===== src/rtl/counter_8bit_ctrl.sv =====
// Sequencer for an 8-bit loadable counter: preset, count N cycles, read back, compare.
// Define CTRL_ERRCNT_EN to build the saturating mismatch counter behind err_count.
module counter_8bit_ctrl #(
    parameter int unsigned READ_LAT = 1
) (
    input  logic       clk,
    input  logic       rst,
    input  logic       start,
    input  logic [7:0] preset,
    input  logic [7:0] count_len,
    output logic       cnt_en,
    output logic       cnt_load,
    output logic [7:0] cnt_data_in,
    output logic       cnt_out_en,
    input  logic [7:0] cnt_data_out,
    output logic       busy,
    output logic       done,
    output logic       pass,
    output logic [7:0] result,
    output logic [7:0] err_count
);
    localparam int unsigned DW = 8;
    localparam int unsigned RW = 2;

    typedef enum logic [2:0] {IDLE, LOAD, COUNT, READ, DONE} state_t;

    state_t        state, state_nxt;
    logic [DW-1:0] len_q, len_nxt;
    logic [DW-1:0] exp_q, exp_nxt;
    logic [DW-1:0] rem_q, rem_nxt;
    logic [RW-1:0] rd_q, rd_nxt;
    logic [DW-1:0] data_in_nxt, result_nxt;
    logic          pass_nxt;

    // State, sequencing counters and outputs; strobes are decoded from the next state
    always_ff @(posedge clk) begin
        if (rst) begin
            state       <= IDLE;
            len_q       <= '0;
            exp_q       <= '0;
            rem_q       <= '0;
            rd_q        <= '0;
            cnt_data_in <= '0;
            result      <= '0;
            pass        <= 1'b0;
            cnt_en      <= 1'b0;
            cnt_load    <= 1'b0;
            cnt_out_en  <= 1'b0;
            busy        <= 1'b0;
            done        <= 1'b0;
        end else begin
            state       <= state_nxt;
            len_q       <= len_nxt;
            exp_q       <= exp_nxt;
            rem_q       <= rem_nxt;
            rd_q        <= rd_nxt;
            cnt_data_in <= data_in_nxt;
            result      <= result_nxt;
            pass        <= pass_nxt;
            cnt_en      <= (state_nxt == COUNT);
            cnt_load    <= (state_nxt == LOAD);
            cnt_out_en  <= (state_nxt == READ);
            busy        <= (state_nxt != IDLE);
            done        <= (state_nxt == DONE);
        end
    end

    // Next-state and datapath updates
    always_comb begin
        state_nxt   = state;
        len_nxt     = len_q;
        exp_nxt     = exp_q;
        rem_nxt     = rem_q;
        rd_nxt      = rd_q;
        data_in_nxt = cnt_data_in;
        result_nxt  = result;
        pass_nxt    = pass;
        case (state)
            IDLE: begin
                if (start) begin
                    len_nxt     = count_len;
                    exp_nxt     = DW'(preset + count_len);
                    data_in_nxt = preset;
                    state_nxt   = LOAD;
                end
            end
            LOAD: begin
                rem_nxt   = len_q;
                rd_nxt    = RW'(READ_LAT);
                state_nxt = (len_q != '0) ? COUNT : READ;
            end
            COUNT: begin
                rem_nxt = rem_q - DW'(1);
                if (rem_q == DW'(1)) state_nxt = READ;
            end
            READ: begin
                if (rd_q == '0) begin
                    result_nxt = cnt_data_out;
                    pass_nxt   = (cnt_data_out == exp_q);
                    state_nxt  = DONE;
                end else begin
                    rd_nxt = rd_q - RW'(1);
                end
            end
            DONE:    state_nxt = IDLE;
            default: state_nxt = IDLE;
        endcase
    end

`ifdef CTRL_ERRCNT_EN
    logic [DW-1:0] err_q;

    // Saturating count of failed checks, updated together with result/pass
    always_ff @(posedge clk) begin
        if (rst) begin
            err_q <= '0;
        end else if (state == READ && state_nxt == DONE && !pass_nxt && err_q != '1) begin
            err_q <= err_q + DW'(1);
        end
    end

    assign err_count = err_q;
`else
    assign err_count = '0;
`endif

endmodule

===== config.mk =====
export PLATFORM = sky130hd
export DESIGN_NAME = counter_8bit_ctrl
export DESIGN_NICKNAME = d
export VERILOG_FILES = /design/src/rtl/counter_8bit_ctrl.sv
export SDC_FILE = /design/constraint.sdc
export NUM_CORES = 1
export LEC_CHECK = 0
export CORE_ASPECT_RATIO = 1.1
export CORE_MARGIN = 2
export CORE_UTILIZATION = 53
export DETAILED_ROUTE_END_ITERATION = 8
export PLACE_DENSITY_LB_ADDON = 0.15
export RECOVER_POWER = 100
export REMOVE_ABC_BUFFERS = 1
export SLEW_MARGIN = 20
export SYNTH_ARGS = -nofsm -noshare
export SYNTH_HDL_FRONTEND = slang
export SYNTH_SLANG_ARGS = --single-unit

===== constraint.sdc =====
create_clock -name clk -period 3.2 [get_ports clk]
set_clock_uncertainty 0.15 [all_clocks]
set_input_delay 0.32 -clock clk [delete_from_list [all_inputs] [get_ports clk]]
set_output_delay 0.32 -clock clk [all_outputs]
set_load 0.005 [all_outputs]

* Word level (Yosys, flattened, before mapping)
Cells that the tools add are included.
Word-level totals: register bits 51
Operators by class: add/sub/neg operators 3, reduce and logical (&&, ||, !) cells 9, equality and inequality tests 10, muxes and demuxes 8
Operator list (count):
- case mux 8 bit (2 select lines) | 1
- equality test 3 x 2 -> 1 bit, second input constant | 4
- case mux 3 bit (4 select lines) | 1
- 2-to-1 mux 3 bit | 3
- adder 8 bit | 1
- equality test 8 x 1 -> 1 bit, second input constant | 1
- equality test 8 bit | 1
- nonzero test 8 bit | 1
- subtractor 8 x 1 -> 8 bit, second input constant | 1
- equality test 3 x 1 -> 1 bit, second input constant | 2
- AND reduction 2 bit | 3
- case mux 2 bit (2 select lines) | 1
- nonzero test 2 bit | 2
- equality test 3 bit, second input constant | 1
- zero test 3 bit | 1
- nonzero test 3 bit | 1
- zero test 2 bit | 1
- 2-to-1 mux 2 bit | 1
- != test 2 bit, second input constant | 1
- subtractor 2 x 1 -> 2 bit, second input constant | 1
- 2-to-1 mux 1 bit | 1

* Logic depth before layout (Yosys ltp)
word-level depth 4, mapped depth 6, depth with buffers taken out 6

* Least setup slack after synthesis
No wires, ideal clock.
path type register to register, start reg state[2], end reg exp_q[6], data required time 2.987 ns, cell stages (with the launch flop) 7, arrival time 1.693 ns, buffers on the path 2, slack 1.295 ns, setup time 0.063 ns, path through dfxtp_1 > buf_6 > or4b_4 > buf_6 > or3_1 > or3_1 > nand3_1
Between the ends: cells in the longest elaborated chain, start to end 2
Ends and longest elaborated chain:
- start: declaration | line 27 | state_t state, state_nxt;
- start signal: assignment | line 52 | state <= state_nxt;
- zero test 3 bit | line 78 | case (state)
- AND reduction 2 bit (no source line)
- end signal: assignment | line 54 | exp_q <= exp_nxt;
- end: declaration | line 29 | logic [DW-1:0] exp_q, exp_nxt;
Every way passes these cells. A chain may end at the register's enable or synchronous reset.

* Worst setup path in the final report
start reg state[1], end reg rem_q[4]
Between the ends: cells in the longest elaborated chain, start to end 2, elaborated cells on any way between the ends 4, those cells by class eq/ne: 2; mux: 1; reduce/logical: 1
Ends and longest elaborated chain:
- equality test 3 x 2 -> 1 bit or equality test 3 x 1 -> 1 bit (tied branches) | line 78
- case mux 8 bit (2 select lines) or nonzero test 2 bit (tied branches)
- end signal: assignment | line 55 | rem_q <= rem_nxt;
- end: declaration | line 30 | logic [DW-1:0] rem_q, rem_nxt;
Parallel ways exist; a longest one is shown, timed or not.

==> impl_metrics.toml <==
[run_status]
status = "completed"

[setup_path]
r2r_slack_ps = 580
path_depth = 4
path_buf_inv = 0
crit_slowest_cell = "nor3b_1"
crit_family = "simple AND/OR/NAND/NOR gates"
crit_chain = "nor3b_1 > nand2_1 > or4_1 > a31oi_1"
required_ps = 3280
crit_path_end_kind = "flip-flop"
critical_path.max_fanout = 16
critPathMaxStageDelay_ps = 870
worst-r2r-cell-count = 4
worstSetupPathType = "reg2reg"
worstPathArrival_ps = 2700
cp-start-kind = "flip-flop"

[yosys]
async_flop_share_pct = 0
synth-edff-count = 0
yosysWarnings = 0
yosys_most_used_dff = "dfxtp_1"
syn-instance-count = 301
yosysSeqAreaShare_pct = 41.48
syn-mean-instance-area_sq_um = 8.176
synth_cell_types = 48
syn-cell-area_sq_um = 2461
ys_ff_latch = 51

[grt]
grt_max_degree = 27
grt_pass1_wl_um = 8293
grt_antenna_before_repair = 0
grt_pass1_vias = 1866
grt_usage_pct = 21.07
grt-ovfl-total = 0

[place]
placed_cells = 392
port_buffers = 48
pre_cts_slack_ps = 727.6
routabilityCongestion = 0.7984
dp.final_hpwl_um = 3793
place_area_sq_um = 2937

[clock_tree]
post_cts_resized = 0
cts.sinks = 51
path_clk_slew_ps = 90
post-cts-setup-buffers = 0
cts_buffers = 5
clockRootBuffer = "clkbuf_8"
htreeDepth = 2
ctsHoldBuffers = 0
clkLatencyLatePin_ps = 310
ctsLongestPathBuffers = 2
cts_tree = "done"

[power_and_ir_drop]
p_per_area_nw_per_um2 = 500.8
total_power_mw = 1.518
ir_drop_mv = 0.2964
power.leakage_nw = 1.205

[route]
wire_per_inst_um = 12.72
drt-total-wl_um = 5086
drt_iter0_markers = 107
wl_met2_um = 2367
drt-met1-wl_um = 2405
highest_layer = "met4"
ant_nets = 0
vias_per_cell = 5.330
wl_met3_um = 238
drt-pass1-iter-count = 4
drc_errors = 0
num_vias = 2132

[worst_hold_path]
min_path_cells = 2
min_path_type = "reg2reg"

[sta]
setup-tns-final_ps = 0
fin_crit_ps = 2622
fin_ws_ps = 577.9
slew_headroom_pct = 33.51
clock.fmax_mhz = 381.4
hold_viol_final = 0
maxSlewViolCount = 0
whs_ps = 305.2
fin_crit_sh_pct = 81.94
finalSetupViolations = 0
rsz0062_at_grt = "false"
worstMarginPinSlew_ps = 995.1

[finish]
fill_cells = 412
final_util_pct = 66.57
syn2layout_area_growth_pct = 23.18
instances_no_fill = 400
final_cell_mix = "nand2_1 (65), dfxtp_1 (51), a21oi_1 (41)"
layout-drive-gt1-share_pct = 4.070
final_common_cell = "nand2_1"
final_area_sq_um = 3032
antennaDiodeCount = 0
fin_nets = 381

[floorplan]
io_pins = 57
num_rows = 26
die_y_um = 75.47
die_x_um = 68.97
fp.coreArea_sq_um = 4554
initial_core_util_pct = 54.04
dieArea_sq_um = 5205

[job]
maxCapViolations = 0
## layer usage
layer  GRT usage (%)  vias to the layer above
li1                -                     1112
met1           27.71                      958
met2           34.29                       55
met3           4.579                        7
met4           7.190                        0
met5               0                        -
## final cells by class
class,instances,area [sq um],share of cell area (%)
Sequential cell,51,1021,33.68
Clock inverter,1,7.507,0.2476
Inverter,9,33.78,1.114
Tap cell,56,70.07,2.311
Multi-Input combinational cell,225,1300,42.88
Clock buffer,7,96.34,3.178
Timing Repair Buffer,51,503.0,16.59
## worst reg2reg max path, stage by stage (launching register included)
cell     delay [ps]
dfxtp_1         640
nor3b_1         870
nand2_1         250
or4_1           450
a31oi_1         190
## power by group
group	switching [mW]	internal (mW)
sequential	0.0506	0.696
clock	0.213	0.197
combinational	0.190	0.171
total	0.454	1.06
## synth_stat cells (4+ instances only)
| cell type | count | area, sq um |
|---|---|---|
| a211oi_1 | 6 | 45.04 |
| a21oi_1 | 41 | 205.2 |
| buf_4 | 8 | 60.06 |
| clkbuf_1 | 12 | 45.04 |
| dfxtp_1 | 51 | 1021 |
| ha_1 | 10 | 125.1 |
| inv_1 | 9 | 33.78 |
| nand2_1 | 65 | 244.0 |
| nand3_1 | 9 | 45.04 |
| nor2_1 | 15 | 56.30 |
| nor3_1 | 5 | 25.02 |
| nor3b_1 | 4 | 30.03 |
| nor4_1 | 4 | 25.02 |
| o21ai_0 | 6 | 30.03 |
| xor2_1 | 8 | 70.07 |
## flip-flops by register name (all words and copies together), names as in the netlist
name and count:
len_q 8, cnt_data_in 8, cnt_out_en 1, state 3, busy 1, done 1, pass 1, exp_q 8
cnt_en 1, result 8, rem_q 8, cnt_load 1, rd_q 2
## worst paths after layout
check / start / to
setup reg to reg: state[1]$_SDFF_PP0_ / rem_q[4]$_SDFFE_PP0P_
hold / removal: result[2]$_SDFFE_PP0P_ / result[2]$_SDFFE_PP0P_
setup / recovery: state[1]$_SDFF_PP0_ / rem_q[4]$_SDFFE_PP0P_
hold reg to reg: result[2]$_SDFFE_PP0P_ / result[2]$_SDFFE_PP0P_
## logic make-up after synthesis
family          after synthesis  synth area share [%]
other cells                   1                0.1524
xor+xnor                     10                 3.559
compound gates               74                 18.41
buf+inv                      32                 6.761
mux                           1                0.4575
fa+ha+maj                    11                 5.897
simple gates                121                 23.28
flops                        51                 41.48
Power figures use the tool's default switching activity.
==> patch 1, RTL diff (same settings) <==
The 5 states of `state_t` get a one-hot encoding in 5 bits.
--- a/src/rtl/counter_8bit_ctrl.sv
+++ b/src/rtl/counter_8bit_ctrl.sv
@@ -24,3 +24,3 @@
 
-    typedef enum logic [2:0] {IDLE, LOAD, COUNT, READ, DONE} state_t;
+    typedef enum logic [4:0] {IDLE = 5'b00001, LOAD = 5'b00010, COUNT = 5'b00100, READ = 5'b01000, DONE = 5'b10000} state_t;
 
Check against the original RTL: same outputs for any inputs over 10 cycles, from zero or initial values and one cycle with rst high; not proved beyond that.
==> patch 1 against the unedited design <==
Wire length rose by 7.1%. Power fell by 14%. Worst hold slack got worse by 0.0039 ns. Design area rose by 2.7%. Synthesized cell count fell by 0.66%. Sequential cell count rose by 2. Area after synthesis rose by 3.6%. Setup slack improved by 0.16 ns.
==> patch 1: results (changes against the unedited design) <==
M1 WL=2430 um (was 2410 um); Worst IR Drop VDD=283 uV (was 296 uV); CP max FO=14 (was 16); Detailed Routing Iterations Pass 1=5 (was 4); Detailed Place HPWL=4060 um (was 3790 um); GR Util met1=27.1% (was 27.7%); Arrival @ worst endpoint=2.55 ns (was 2.70 ns); WL final=5450 um (was 5090 um); flops & latches, synth=53 (was 51); top post-synthesis cells by count=53 x dfxtp_1, 46 x nand2_1, 26 x a21oi_1 (was 65 x nand2_1, 51 x dfxtp_1, 41 x a21oi_1); Multi-input gate area=0.00134 mm^2 (was 0.00130 mm^2); placed insts=393 (was 392); Clock Power Share=29.3% (was 27.0%); GP Congestion=0.810 (was 0.798); Fill cells=419 (was 412); clkbuf count=6 (was 7); P_clk=0.384 mW (was 0.410 mW); slowest stage delay, CP=0.68 ns (was 0.87 ns); Mapped Cells=299 (was 301); Clock Network Area Fraction=2.89% (was 3.43%); outcome=complete, no violations (unchanged); Avg Vias per Cell=5.64 (was 5.33); Non-clk invs=11 (was 9); Data buffer area share=16.4% (was 16.6%); multi-input gates=220 (was 225); nonclk buf count=53 (was 51)
-- patch 1: cells by family (layout without fill, tap and decap cells) --
logic type | count (synthesis) | in the layout | share of synthesized area (%)
XOR/XNOR | 10 | 10 | 3.44
other | 1 | 8 | 0.147
adder cells (fa/ha/maj) | 11 | 11 | 5.69
flip-flops | 53 | 53 | 41.6
multiplexers | 8 | 8 | 3.14
buffers and inverters | 33 | 71 | 6.43
AO/OA/AOI/OAI | 64 | 64 | 16.4
AND/OR/NAND/NOR | 119 | 119 | 23.1
-- patch 1: worst reg2reg max path, delay by kind of cell, from the launching register on --
family          cells  cell delay, ns
simple gates        3            1.75
flops               1            0.37
compound gates      1            0.13
-- patch 1: path summary, 6_finish.rpt --
check        slack, ns  depth (start not counted)    to  startpoint
max               0.74                          4  pass    state[2]
min               0.30                          2  pass        pass
max reg2reg       0.74                          4  pass    state[2]
min reg2reg       0.30                          2  pass        pass
==> patch 2, RTL diff (config.mk and constraints unchanged) <==
Made on the original files. The option `CTRL_ERRCNT_EN` is turned on by a define.
--- a/src/rtl/counter_8bit_ctrl.sv
+++ b/src/rtl/counter_8bit_ctrl.sv
@@ -2,2 +2,4 @@
 // Define CTRL_ERRCNT_EN to build the saturating mismatch counter behind err_count.
+`define CTRL_ERRCNT_EN
+
 module counter_8bit_ctrl #(
Behaviour: not the same (Yosys sat finds a counterexample within 10 cycles, from zero or initial values and one cycle with rst high).
==> patch 2 against the unedited design <==
Wire length is 32% higher. Largest cell class unchanged. Die area is 12% higher. Critical path depth is 2 higher. Sequential cell count is 8 higher. Combinational power is 2% lower. Fmax is 2.3% higher. Power is 29% higher. Design area is 19% higher. Sequential power is 13% higher. First-iteration DRC count is 23% higher. Area after synthesis is 13% higher. Setup slack better by 0.059 ns.
==> patch 2: results (changes against the unedited design) <==
library cells used by synthesis=51 (was 48); IO Port Bufs=56 (was 48); largest net degree at the start of global routing=24 (was 27); CP max-delay cell=dfxtp_1 (was nor3b_1); fraction of layout cells with a size suffix above 1=6.65% (was 4.07%); Fmax=390 MHz (was 381 MHz); slowest stage delay, CP=0.59 ns (was 0.87 ns); largest cells by area after synthesis=dfxtp_1 43%, nand2_1 8.8%, a21oi_1 7.8%, ha_1 5.0%, nor2_1 3.8% (was dfxtp_1 41%, nand2_1 9.9%, a21oi_1 8.3%, ha_1 5.1%, xor2_1 2.8%); Fill cells=410 (was 412); Worst IR Drop VDD=283 uV (was 296 uV); hold_ws=0.229 ns (was 0.305 ns); outcome=complete, no violations (unchanged); HP Class=in2reg (was reg2reg); FF-to-FF End=err_count[4] (was rem_q[4]); Detailed Routing Iterations Pass 1=5 (was 4); Avg Vias per Cell=5.78 (was 5.33); post-synthesis sequential area ratio=42.5% (was 41.5%); CP max FO=14 (was 16); Hold Path Sink=cnt_load (was result[2]); HP Start=rst (was result[2]); Arrival @ worst endpoint=2.64 ns (was 2.70 ns); Skew-Pair Late Insertion Delay=0.34 ns (was 0.31 ns); global-route wire length before repair=11,300 um (was 8290 um); reg-to-reg slack, setup=0.64 ns (was 0.58 ns); Detailed Place HPWL=4800 um (was 3790 um); LEAKAGE=1.45 nW (was 1.20 nW); Worst Reg-to-Reg Cells=6 (was 4); Initial DRC Count=132 (was 107); nets=440 (was 381)
==> patch 2: routing by layer <==
metal  vias to the layer above  share of wire [%]
met1                      1269                 44
met2                        86                 49
met3                        10                5.3
met4                         0                1.6
li1                       1317                  -
met5                         -                  0
==> patch 2: kinds of logic (layout without fill, tap and decap cells) <==
family	Yosys count	in the layout	synth area share, %
buf+inv	30	92	4.15
xor+xnor	10	10	3.15
compound gates	81	81	17.8
mux	4	4	1.53
flops	59	59	42.5
simple gates	148	148	25.1
fa+ha+maj	12	12	5.68
==> patch 2: worst max path at each step <==
stage	start	to	cells past startpoint
2_1_floorplan	state[2]	exp_q[6]	3
3_3_place_gp	count_len[1]	exp_q[7]	7
3_5_place_dp	cnt_data_out[4]	err_count[4]	6
4_1_cts	state[1]	rem_q[7]	5
5_1_grt	state[1]	err_count[4]	6
6_report	state[1]	err_count[4]	6
==> patch 2: final cells by class <==
cell class | count | share of cell area, %
multi-input combinational | 255 | 41.1
clock buffer | 11 | 4.19
clock inverter | 5 | 2.08
timing repair buffer | 63 | 16.5
tap | 58 | 2.01
inverter | 13 | 1.35
sequential | 59 | 32.7
==> patch 2: worst register-to-register path, cell delays in order (launching register included) <==
cell and delay, ns:
dfxtp_1 0.59, nand2_1 0.16, nor2_1 0.11, clkbuf_1 0.43
nand2_1 0.22, nor4b_1 0.41, mux2_2 0.38
==> patch 2: metrics by stage <==
stage	cells	util, %	worst slack, ns	total power, mW	cell area, um^2
final	464	71.7	0.636	1.96	3610
after global routing	464	71.7	0.502	2.06	3610
after CTS	464	72.0	0.998	1.98	3620
after detailed placement	448	67.5	0.757	1.22	3400
after global placement	448	67.5	0.835	1.21	3400
after floorplan	327	-	0.330	1.06	2710
==> patch 2: power breakdown <==
part           switching, mW  internal [mW]
Combinational          0.190          0.162
Sequential            0.0502          0.794
Clock                  0.287          0.477
